$ cat config.mk
export PLATFORM = sky130hd
export DESIGN_NAME = cir_seq_ctrl_flat
export DESIGN_NICKNAME = d
export VERILOG_FILES = /design/src/rtl/cir_seq_ctrl_if.sv /design/src/rtl/cir_seq_ctrl.sv /design/src/flat_wrapper.sv
export SDC_FILE = /design/constraint.sdc
export NUM_CORES = 1
export LEC_CHECK = 0
export ABC_CLOCK_PERIOD_IN_PS = 1700
export BUFFER_PORTS_ARGS = -buffer_cell sky130_fd_sc_hd__buf_4
export CORE_MARGIN = 2
export CORE_UTILIZATION = 52
export CTS_CLUSTER_SIZE = 10
export DETAILED_ROUTE_END_ITERATION = 16
export PLACE_DENSITY = 0.77
export RECOVER_POWER = 25
export SETUP_SLACK_MARGIN = 0.1
export SYNTH_ARGS = -nofsm -noshare
export SYNTH_HDL_FRONTEND = slang
export SYNTH_SLANG_ARGS = --single-unit
$ cat constraint.sdc
create_clock -name clk -period 1.7 [get_ports clk]
set_input_delay 0.34 -clock clk [delete_from_list [all_inputs] [get_ports clk]]
set_output_delay 0.34 -clock clk [all_outputs]
set_load 0.01 [all_outputs]
$ cat src/rtl/cir_seq_ctrl_if.sv
// Handshake/bus bundle between the sequence controller and its client side.
// master = client/plant side (drives requests and y), slave = controller.
interface cir_seq_ctrl_if #(
  parameter int LEN_W = 4
);
  logic [1:0]       req;
  logic [1:0]       tgt0;
  logic [1:0]       tgt1;
  logic [LEN_W-1:0] len0;
  logic [LEN_W-1:0] len1;
  logic             y_in;
  logic             a_out;
  logic [1:0]       sh_state;
  logic             busy;
  logic [1:0]       gnt;
  logic [1:0]       done;
  logic             err;

  modport master (
    output req, tgt0, tgt1, len0, len1, y_in,
    input  a_out, sh_state, busy, gnt, done, err
  );

  modport slave (
    input  req, tgt0, tgt1, len0, len1, y_in,
    output a_out, sh_state, busy, gnt, done, err
  );
endinterface

$ cat src/rtl/cir_seq_ctrl.sv
// Sequence controller for a shared 4-state toggle FSM. Two clients are
// arbitrated round-robin; the winner's target state is navigated to, then
// visited len+1 times (dwelling by toggling bit0), then done is pulsed.
// A shadow copy of the shared FSM state is kept so a_out depends only on
// registered state.
module cir_seq_ctrl #(
  parameter int LEN_W = 4
) (
  input  logic          clk,
  input  logic          rst,
  cir_seq_ctrl_if.slave bus
);

  typedef enum logic [1:0] {IDLE, NAV, DWELL} st_t;

  st_t              st;
  logic [1:0]       sh;
  logic [1:0]       tgt_l;
  logic [LEN_W-1:0] len_l;
  logic [LEN_W-1:0] cnt;
  logic             own;
  logic             last;
  logic             busy_r;
  logic             err_r;
  logic [1:0]       gnt_r;
  logic [1:0]       done_r;
  logic             a_out;
  logic             win;
  logic             visit;
  logic             fin;

  assign visit = (st != IDLE) && (sh == tgt_l);
  assign fin   = visit && (cnt == len_l);

  // Shared FSM drive: only NAV off-target steers, bit0 difference first.
  always_comb begin
    a_out = 1'b0;
    if (st == NAV && sh != tgt_l)
      a_out = ~(sh[0] ^ tgt_l[0]);
  end

  // Round-robin pick: on a tie, the client not served last wins.
  always_comb begin
    win = bus.req[1];
    if (bus.req == 2'b11)
      win = ~last;
  end

  // Controller FSM, shadow tracking, pulses and sticky error.
  always_ff @(posedge clk) begin
    if (!rst) begin
      st     <= IDLE;
      sh     <= 2'b00;
      tgt_l  <= 2'b00;
      len_l  <= '0;
      cnt    <= '0;
      own    <= 1'b0;
      last   <= 1'b1;
      busy_r <= 1'b0;
      err_r  <= 1'b0;
      gnt_r  <= 2'b00;
      done_r <= 2'b00;
    end else begin
      sh     <= sh ^ (a_out ? 2'b10 : 2'b01);
      err_r  <= err_r | (bus.y_in != a_out);
      gnt_r  <= 2'b00;
      done_r <= 2'b00;
      case (st)
        IDLE: begin
          if (|bus.req) begin
            own    <= win;
            last   <= win;
            tgt_l  <= win ? bus.tgt1 : bus.tgt0;
            len_l  <= win ? bus.len1 : bus.len0;
            cnt    <= '0;
            st     <= NAV;
            busy_r <= 1'b1;
            gnt_r  <= win ? 2'b10 : 2'b01;
          end
        end
        NAV, DWELL: begin
          if (fin) begin
            st     <= IDLE;
            busy_r <= 1'b0;
            done_r <= own ? 2'b10 : 2'b01;
          end else if (visit) begin
            cnt <= cnt + 1'b1;
            st  <= DWELL;
          end
        end
        default: st <= IDLE;
      endcase
    end
  end

  assign bus.a_out    = a_out;
  assign bus.sh_state = sh;
  assign bus.busy     = busy_r;
  assign bus.gnt      = gnt_r;
  assign bus.done     = done_r;
  assign bus.err      = err_r;

endmodule

$ cat src/flat_wrapper.sv
// flat-port wrapper written by rule: the top's interface ports become plain ports
module cir_seq_ctrl_flat 
#(
  parameter int LEN_W = 4
)
  (clk, rst, bus_req, bus_tgt0, bus_tgt1, bus_len0, bus_len1, bus_y_in, bus_a_out, bus_sh_state, bus_busy, bus_gnt, bus_done, bus_err);
  cir_seq_ctrl_if #(.LEN_W(LEN_W)) bus_i ();
  input  logic clk;
  input  logic rst;
  input wire logic [$bits(bus_i.req)-1:0] bus_req;
  input wire logic [$bits(bus_i.tgt0)-1:0] bus_tgt0;
  input wire logic [$bits(bus_i.tgt1)-1:0] bus_tgt1;
  input wire logic [$bits(bus_i.len0)-1:0] bus_len0;
  input wire logic [$bits(bus_i.len1)-1:0] bus_len1;
  input wire logic [$bits(bus_i.y_in)-1:0] bus_y_in;
  output wire logic [$bits(bus_i.a_out)-1:0] bus_a_out;
  output wire logic [$bits(bus_i.sh_state)-1:0] bus_sh_state;
  output wire logic [$bits(bus_i.busy)-1:0] bus_busy;
  output wire logic [$bits(bus_i.gnt)-1:0] bus_gnt;
  output wire logic [$bits(bus_i.done)-1:0] bus_done;
  output wire logic [$bits(bus_i.err)-1:0] bus_err;
  assign bus_i.req = bus_req;
  assign bus_i.tgt0 = bus_tgt0;
  assign bus_i.tgt1 = bus_tgt1;
  assign bus_i.len0 = bus_len0;
  assign bus_i.len1 = bus_len1;
  assign bus_i.y_in = bus_y_in;
  assign bus_a_out = bus_i.a_out;
  assign bus_sh_state = bus_i.sh_state;
  assign bus_busy = bus_i.busy;
  assign bus_gnt = bus_i.gnt;
  assign bus_done = bus_i.done;
  assign bus_err = bus_i.err;
  cir_seq_ctrl #(.LEN_W(LEN_W)) u_core (.clk(clk), .rst(rst), .bus(bus_i));
endmodule
==> out/results.tsv, run 1 <==
metric	value	unit
top cell type's share of synthesized area	39.24	%
WL/cell	14.34	um
fmax	642.7	MHz
Reg clk slew, reported paths	0.13	ns
most frequent cells in the layout	buf_4, dfxtp_1, nand2_1, nor2_1, mux2i_1	
Max Buffers Root-to-Sink	2	
ys flop type	dfxtp_1	
startpoint of the worst hold path	rst	
DIE WIDTH	50.46	um
global-route wire length before repair	4091	um
syn avg cell area	9.125	sq um
yosys warns	0	
pin count of the biggest net entering global routing	16	
EDFF count, synth	0	
port bufs	25	
TritonCTS clock tree	built	
die height	50.46	um
cts bufs inserted	3	
routability cong.	0.8422	
Setup TNS Final	0	ns
register-to-register setup slack	0.17	ns
drt first pass iters	4	
initial core utilization	56.06	%
Setup Skew	0.007145	ns
clk_lat worst skew	0.32	ns
post-synth top area cell	dfxtp_1	
Cells after Synth	123	
share of layout cells above drive strength 1	33.99	%
CP peak stage delay	0.40	ns
Core Rows	16	
Hold Fails Final Rpt	0	
crit end category	primary output	
Worst-Margin Slew	0.4723	ns
final setup fails	0	
syn_nets	145	
Placeable Area	2002	sq um
critical path's slowest cell	dfxtp_4	
Avg Vias per Cell	5.617	
max-cap violations	0	
Critical path origin	u_core.bus.sh_state[1]$_SDFF_PN0_	
Critical Path AT	1.22	ns
DRC violation count after routing	0	
Cells after DPL	175	
startpoint types	register	
grt total ovfl	0	
RSZ-0062 raised after global routing	yes	
Worst path top cell family by delay	flip-flops	
vias in the first global route	929	
Synth Cell Area	1122	sq um
sequential-to-total area share from yosys stat	39.24	%
Root Driver	clkbuf_4	
Layout Nets	176	
io pins	26	
RR Endpoint	u_core.st[0]$_SDFFE_PN0P_	
period utilization	91.53	%
initial antenna violation count	0	
maximum fanout along the worst path	3	
post-detailed-route count of antenna-violating nets	0	
worst reg2reg startpoint	u_core.st[1]$_SDFFE_PN0P_	
commonest non-fill, non-tap cell in the layout	buf_4	
Stages on worst setup path	4	
end of the critical path	bus_a_out	
hold_buf cts	0	
hold crit path type	primary input to register	
Slew Viols, Final	0	
worst-path cell chain	xor2_4, nand3_4, inv_1, buf_4	
gr usage total	21.26	%
full die area	2546	sq um
Synth area leaders	dfxtp_1, mux2i_1, ha_1	
critical path data required time	1.36	ns
reg2reg path depth	5	
area grow syn2layout	33.11	%
WL final	2582	um
worst vdd rail ir drop	1.048	mV
Tmin final	1.556	ns
H-Tree Depth	1	
worst rel slew slack	68.48	%
leak pwr	0.6012	nW
via count	1011	
status	complete, no violations	
CP Buf/Inv Count	2	
ANT cells	0	
CTS Sinks	22	
Yosys cell types	34	
Final Non-Filler Cells	180	
Crit Path Class	register to primary output	
Async SR Flop Fraction	0	%
1st-iter DRT viols	16	
detailed placement HPWL	1790	um
FF+latch count, synth	22	
PwrDens	1294	nW/um^2
worst register-to-register path: stages (launching register included):
cell     delay [ns]
dfxtp_1        0.37
inv_2          0.08
ha_4           0.19
or3_4          0.42
a21oi_4        0.18
mux2i_1        0.22
power by group:
part | total, mW | switching [mW] | leakage [nW] | internal (mW)
Combinational | 0.913 | 0.459 | 0.397 | 0.454
Clock | 0.297 | 0.166 | 0.0210 | 0.131
Sequential | 0.723 | 0.102 | 0.183 | 0.621
Total | 1.93 | 0.727 | 0.601 | 1.21
metal layers:
metal,global-route usage [%],up-vias,part of all wire [%]
met2,38.82,26,51
li1,-,501,-
met4,8.108,0,1.6
met5,0,-,0
met1,24.53,477,44
met3,3.571,7,4.0
cells in the mapped netlist (2+ instances only):
| cell | instances |
|---|---|
| a211oi_1 | 6 |
| a21oi_1 | 3 |
| a31o_2 | 2 |
| a31oi_1 | 4 |
| and3_1 | 3 |
| buf_2 | 3 |
| dfxtp_1 | 22 |
| ha_1 | 5 |
| inv_1 | 5 |
| mux2i_1 | 7 |
| nand2_1 | 13 |
| nand3_1 | 3 |
| nand4_1 | 5 |
| nor2_1 | 11 |
| nor3_1 | 2 |
| nor4b_1 | 2 |
| o211ai_1 | 2 |
| o21a_1 | 2 |
| xnor2_1 | 7 |
| xor2_1 | 2 |
metrics by stage:
step	instance area (sq um)	util [%]	hold WS [ns]	worst slack, ns	power, mW
finish	1494	74.63	0.2806	0.1440	1.933
global route	1494	74.63	0.2865	0.07106	2.050
CTS	1413	70.56	0.2822	0.05525	1.764
detailed placement	1355	67.69	0.4150	0.04611	1.447
global placement	1355	67.69	0.4200	0.1490	1.420
floorplan	1122	-	0.3988	0.1687	1.207
sequential cells by signal, summed over array words and instances (netlist names):
name,cells
u_core.bus.err,1
u_core.bus.busy,1
u_core.st,2
u_core.cnt,4
u_core.tgt_l,2
u_core.bus.done,2
u_core.len_l,4
u_core.bus.sh_state,2
u_core.bus.gnt,2
u_core.last,1
u_core.own,1
final cells by class:
cell class              count  area (sq um)
multi-input cells          91         733.2
fillers                   169         508.0
flip-flops and latches     22         454.2
repair buffers             31         217.7
clock buffers               4         36.28
well taps                  27         33.78
inverters                   5         18.77
kinds of logic after synthesis:
kind of cell / count (synthesis) / share of synthesized area, %
adders and majority gates: 5 / 5.574
buffers and inverters: 10 / 4.013
AOI/OAI and AO/OA: 24 / 15.27
muxes: 7 / 6.243
and+or+nand+nor: 46 / 22.63
DFF: 22 / 39.24
xor gates and xnor gates: 9 / 7.024
timing repair:
item                                   4_1_cts  5_1_grt
resized for setup                            7       17
buffers inserted                             0        1
pin swaps                                    0        2
endpoints found under the hold margin        0        0
setup endpoints to repair                    6        8
worst min-delay path by stage:
stage,end,depth (start not counted)
after floorplan,u_core.bus.done[0]$_SDFF_PN0_,1
after global placement,u_core.bus.done[0]$_SDFF_PN0_,1
after detailed placement,u_core.bus.done[0]$_SDFF_PN0_,1
after CTS,u_core.last$_SDFFE_PN1P_,2
after global routing,u_core.last$_SDFFE_PN1P_,2
final,u_core.last$_SDFFE_PN1P_,2
Note: power is estimated with default switching activity, not from simulation.
==> run 2: changes to the inputs <==
--- a/config.mk
+++ b/config.mk
@@ -5,13 +5,14 @@
 export SDC_FILE = /design/constraint.sdc
 export NUM_CORES = 1
 export LEC_CHECK = 0
-export ABC_CLOCK_PERIOD_IN_PS = 1700
-export BUFFER_PORTS_ARGS = -buffer_cell sky130_fd_sc_hd__buf_4
+export ABC_CLOCK_PERIOD_IN_PS = 1500
 export CORE_MARGIN = 2
-export CORE_UTILIZATION = 52
+export CORE_UTILIZATION = 60
 export CTS_CLUSTER_SIZE = 10
 export DETAILED_ROUTE_END_ITERATION = 16
-export PLACE_DENSITY = 0.77
+export DONT_BUFFER_PORTS = 1
+export GPL_TIMING_DRIVEN = 0
+export PLACE_DENSITY = 0.76
 export RECOVER_POWER = 25
 export SETUP_SLACK_MARGIN = 0.1
 export SYNTH_ARGS = -nofsm -noshare
==> constraint.sdc (replaced) <==
create_clock -name clk -period 1.5 [get_ports clk]
set_input_delay 0.3 -clock clk [delete_from_list [all_inputs] [get_ports clk]]
set_output_delay 0.3 -clock clk [all_outputs]
set_load 0.01 [all_outputs]
==> run 2 against run 1 <==
  * The flow now finishes with violations (negative setup slack)
  * Sequential power is 16% higher
  * Count of clock-buffer cells in the layout unchanged
  * Sequential cell count stayed put
  * Critical path depth is 3 higher
  * Cell count is 9.4% lower
  * Via count is 0.89% lower
  * Register-to-register slack lost 0.23 ns
  * Power increased by 24%
  * Largest power group unchanged
==> out/results.tsv, run 2 (synthesis gave the netlist of run 1 again) <==
metric	value	unit
Max Buffers Root-to-Sink	2	
most frequent cells in the layout	dfxtp_1, nand2_1, buf_4, nor2_1, mux2i_1	
Reg clk slew, reported paths	0.13	ns
DRC violation count after routing	0	
Setup Skew	0.006441	ns
commonest non-fill, non-tap cell in the layout	dfxtp_1	
max-cap violations	0	
most used cell along the critical path	nor3b_4	
startpoint of the worst hold path	bus_req[1]	
full die area	2233	sq um
leak pwr	0.5453	nW
Layout Nets	161	
met2 routed wirelength	1488	um
wire length on met3	218	um
Layout fillers	95	
Hold Fails Final Rpt	0	
Post-Place Setup Slack	-0.02188	ns
Root Driver	clkbuf_4	
WHS	0.1651	ns
worst-path cell chain	inv_4, ha_4, nor3b_4, buf_4, nor3b_4, nand4_1, o31ai_1	
worst reg2reg startpoint	u_core.st[0]$_SDFFE_PN0P_	
ANT cells	0	
CP peak stage delay	0.41	ns
TritonCTS clock tree	built	
Hold EP	u_core.last$_SDFFE_PN1P_	
M1 WL	1093	um
Crit Path Class	register to register	
worst rel slew slack	65.07	%
CP Buf/Inv Count	2	
via count	1002	
Critical Path AT	1.78	ns
Placeable Area	1745	sq um
1st-iter DRT viols	30	
critical path data required time	1.72	ns
io pins	26	
DIE WIDTH	47.25	um
grt total ovfl	0	
H-Tree Depth	1	
Cell Area, Placed	1181	sq um
Tmin final	1.560	ns
fmax	641.2	MHz
vias in the first global route	886	
CTS Sinks	22	
Setup TNS Final	-0.09723	ns
Avg Vias per Cell	6.147	
initial core utilization	64.30	%
register-to-register setup slack	-0.06	ns
WL/cell	17.52	um
Worst path top cell family by delay	simple AND/OR/NAND/NOR gates	
WL final	2856	um
Min-Delay Path Depth	2	
failing checks	negative setup slack	
gr usage total	27.13	%
status	complete, but fails checks	
pin count of the biggest net entering global routing	13	
Final Cell Area	1434	sq um
global-route wire length before repair	4119	um
initial antenna violation count	0	
final setup fails	5	
port bufs	0	
startpoint types	register	
routability cong.	0.8491	
period utilization	104.0	%
detailed placement HPWL	1604	um
PwrDens	1676	nW/um^2
critical path's slowest cell	dfxtp_4	
fin worst setup slack	-0.05950	ns
Slew Viols, Final	0	
crit end category	register	
drt first pass iters	5	
hold crit path type	primary input to register	
RR Endpoint	u_core.st[1]$_SDFFE_PN0P_	
Worst-Margin Slew	0.5240	ns
cts bufs inserted	3	
maximum fanout along the worst path	5	
reg2reg path depth	7	
clk_lat worst skew	0.33	ns
die height	47.25	um
worst vdd rail ir drop	1.151	mV
biggest regs	u_core.cnt: 4 flops, u_core.len_l: 4 flops	
share of layout cells above drive strength 1	34.06	%
post-detailed-route count of antenna-violating nets	0	
Core Rows	15	
area grow syn2layout	27.76	%
highest routed layer	met4	
RSZ-0062 raised after global routing	yes	
## run 2: cell count changes in the layout (fill, tap and decap cells not counted), moves of 2 or more
| cell | delta |
|---|---|
| clkbuf_1 | -3 |
| inv_4 | +2 |
| nor3_1 | -2 |
| buf_6 | +2 |
| buf_4 | -17 |
| buf_2 | +2 |
## run 2: cell type report
type                            instances  area [sq um]  share of cell area [%]
Inverter                                5         23.77                   1.658
Multi-Input combinational cell         91         757.0                   52.79
Sequential cell                        22         454.2                   31.68
Timing Repair Buffer                   12         103.9                   7.243
Clock buffer                            4         36.28                   2.531
Tap cell                               25         31.28                   2.181
Buffer                                  4         27.53                   1.920
## run 2: layer usage
metal  up-vias  GRT usage [%]
li1        472              -
met3         7          7.692
met1       469          31.00
met5         -              0
met2        54          48.11
met4         0          8.889
## run 2: what timing repair did
item / CTS / global route
setup endpoints to repair: 12 / 12
hold buffers: 0 / 0
setup buffers: 9 / 2
gates cloned: 0 / 1
pin swaps: 5 / 12
gates resized for setup: 19 / 10
## run 2: worst max path at each step
stage / startpoint / end / slack (ns) / cells past startpoint
after floorplan: u_core.st[0]$_SDFFE_PN0P_ / u_core.bus.busy$_SDFFE_PN0P_ / 0.12 / 6
after global placement: u_core.st[1]$_SDFFE_PN0P_ / u_core.cnt[3]$_SDFFE_PN0P_ / 0.003 / 6
after detailed placement: u_core.st[1]$_SDFFE_PN0P_ / u_core.cnt[0]$_SDFFE_PN0P_ / -0.02 / 6
after CTS: u_core.st[1]$_SDFFE_PN0P_ / u_core.bus.busy$_SDFFE_PN0P_ / 0.02 / 6
after global routing: u_core.st[0]$_SDFFE_PN0P_ / u_core.st[1]$_SDFFE_PN0P_ / -0.09 / 7
final: u_core.st[0]$_SDFFE_PN0P_ / u_core.st[1]$_SDFFE_PN0P_ / -0.06 / 7
## run 2: report_power, final
group,internal (mW),switching (mW),leakage (nW)
logic,0.613,0.607,0.341
registers,0.703,0.133,0.184
clock network,0.149,0.197,0.0210
total,1.47,0.938,0.545
## run 2: through the flow
step	utilization (%)	cells	total power, mW
2_1_floorplan	-	123	1.423
3_3_place_gp	67.67	148	1.534
3_5_place_dp	67.67	148	1.565
4_1_cts	78.49	160	2.197
5_1_grt	82.15	163	2.514
6_report	82.15	163	2.403
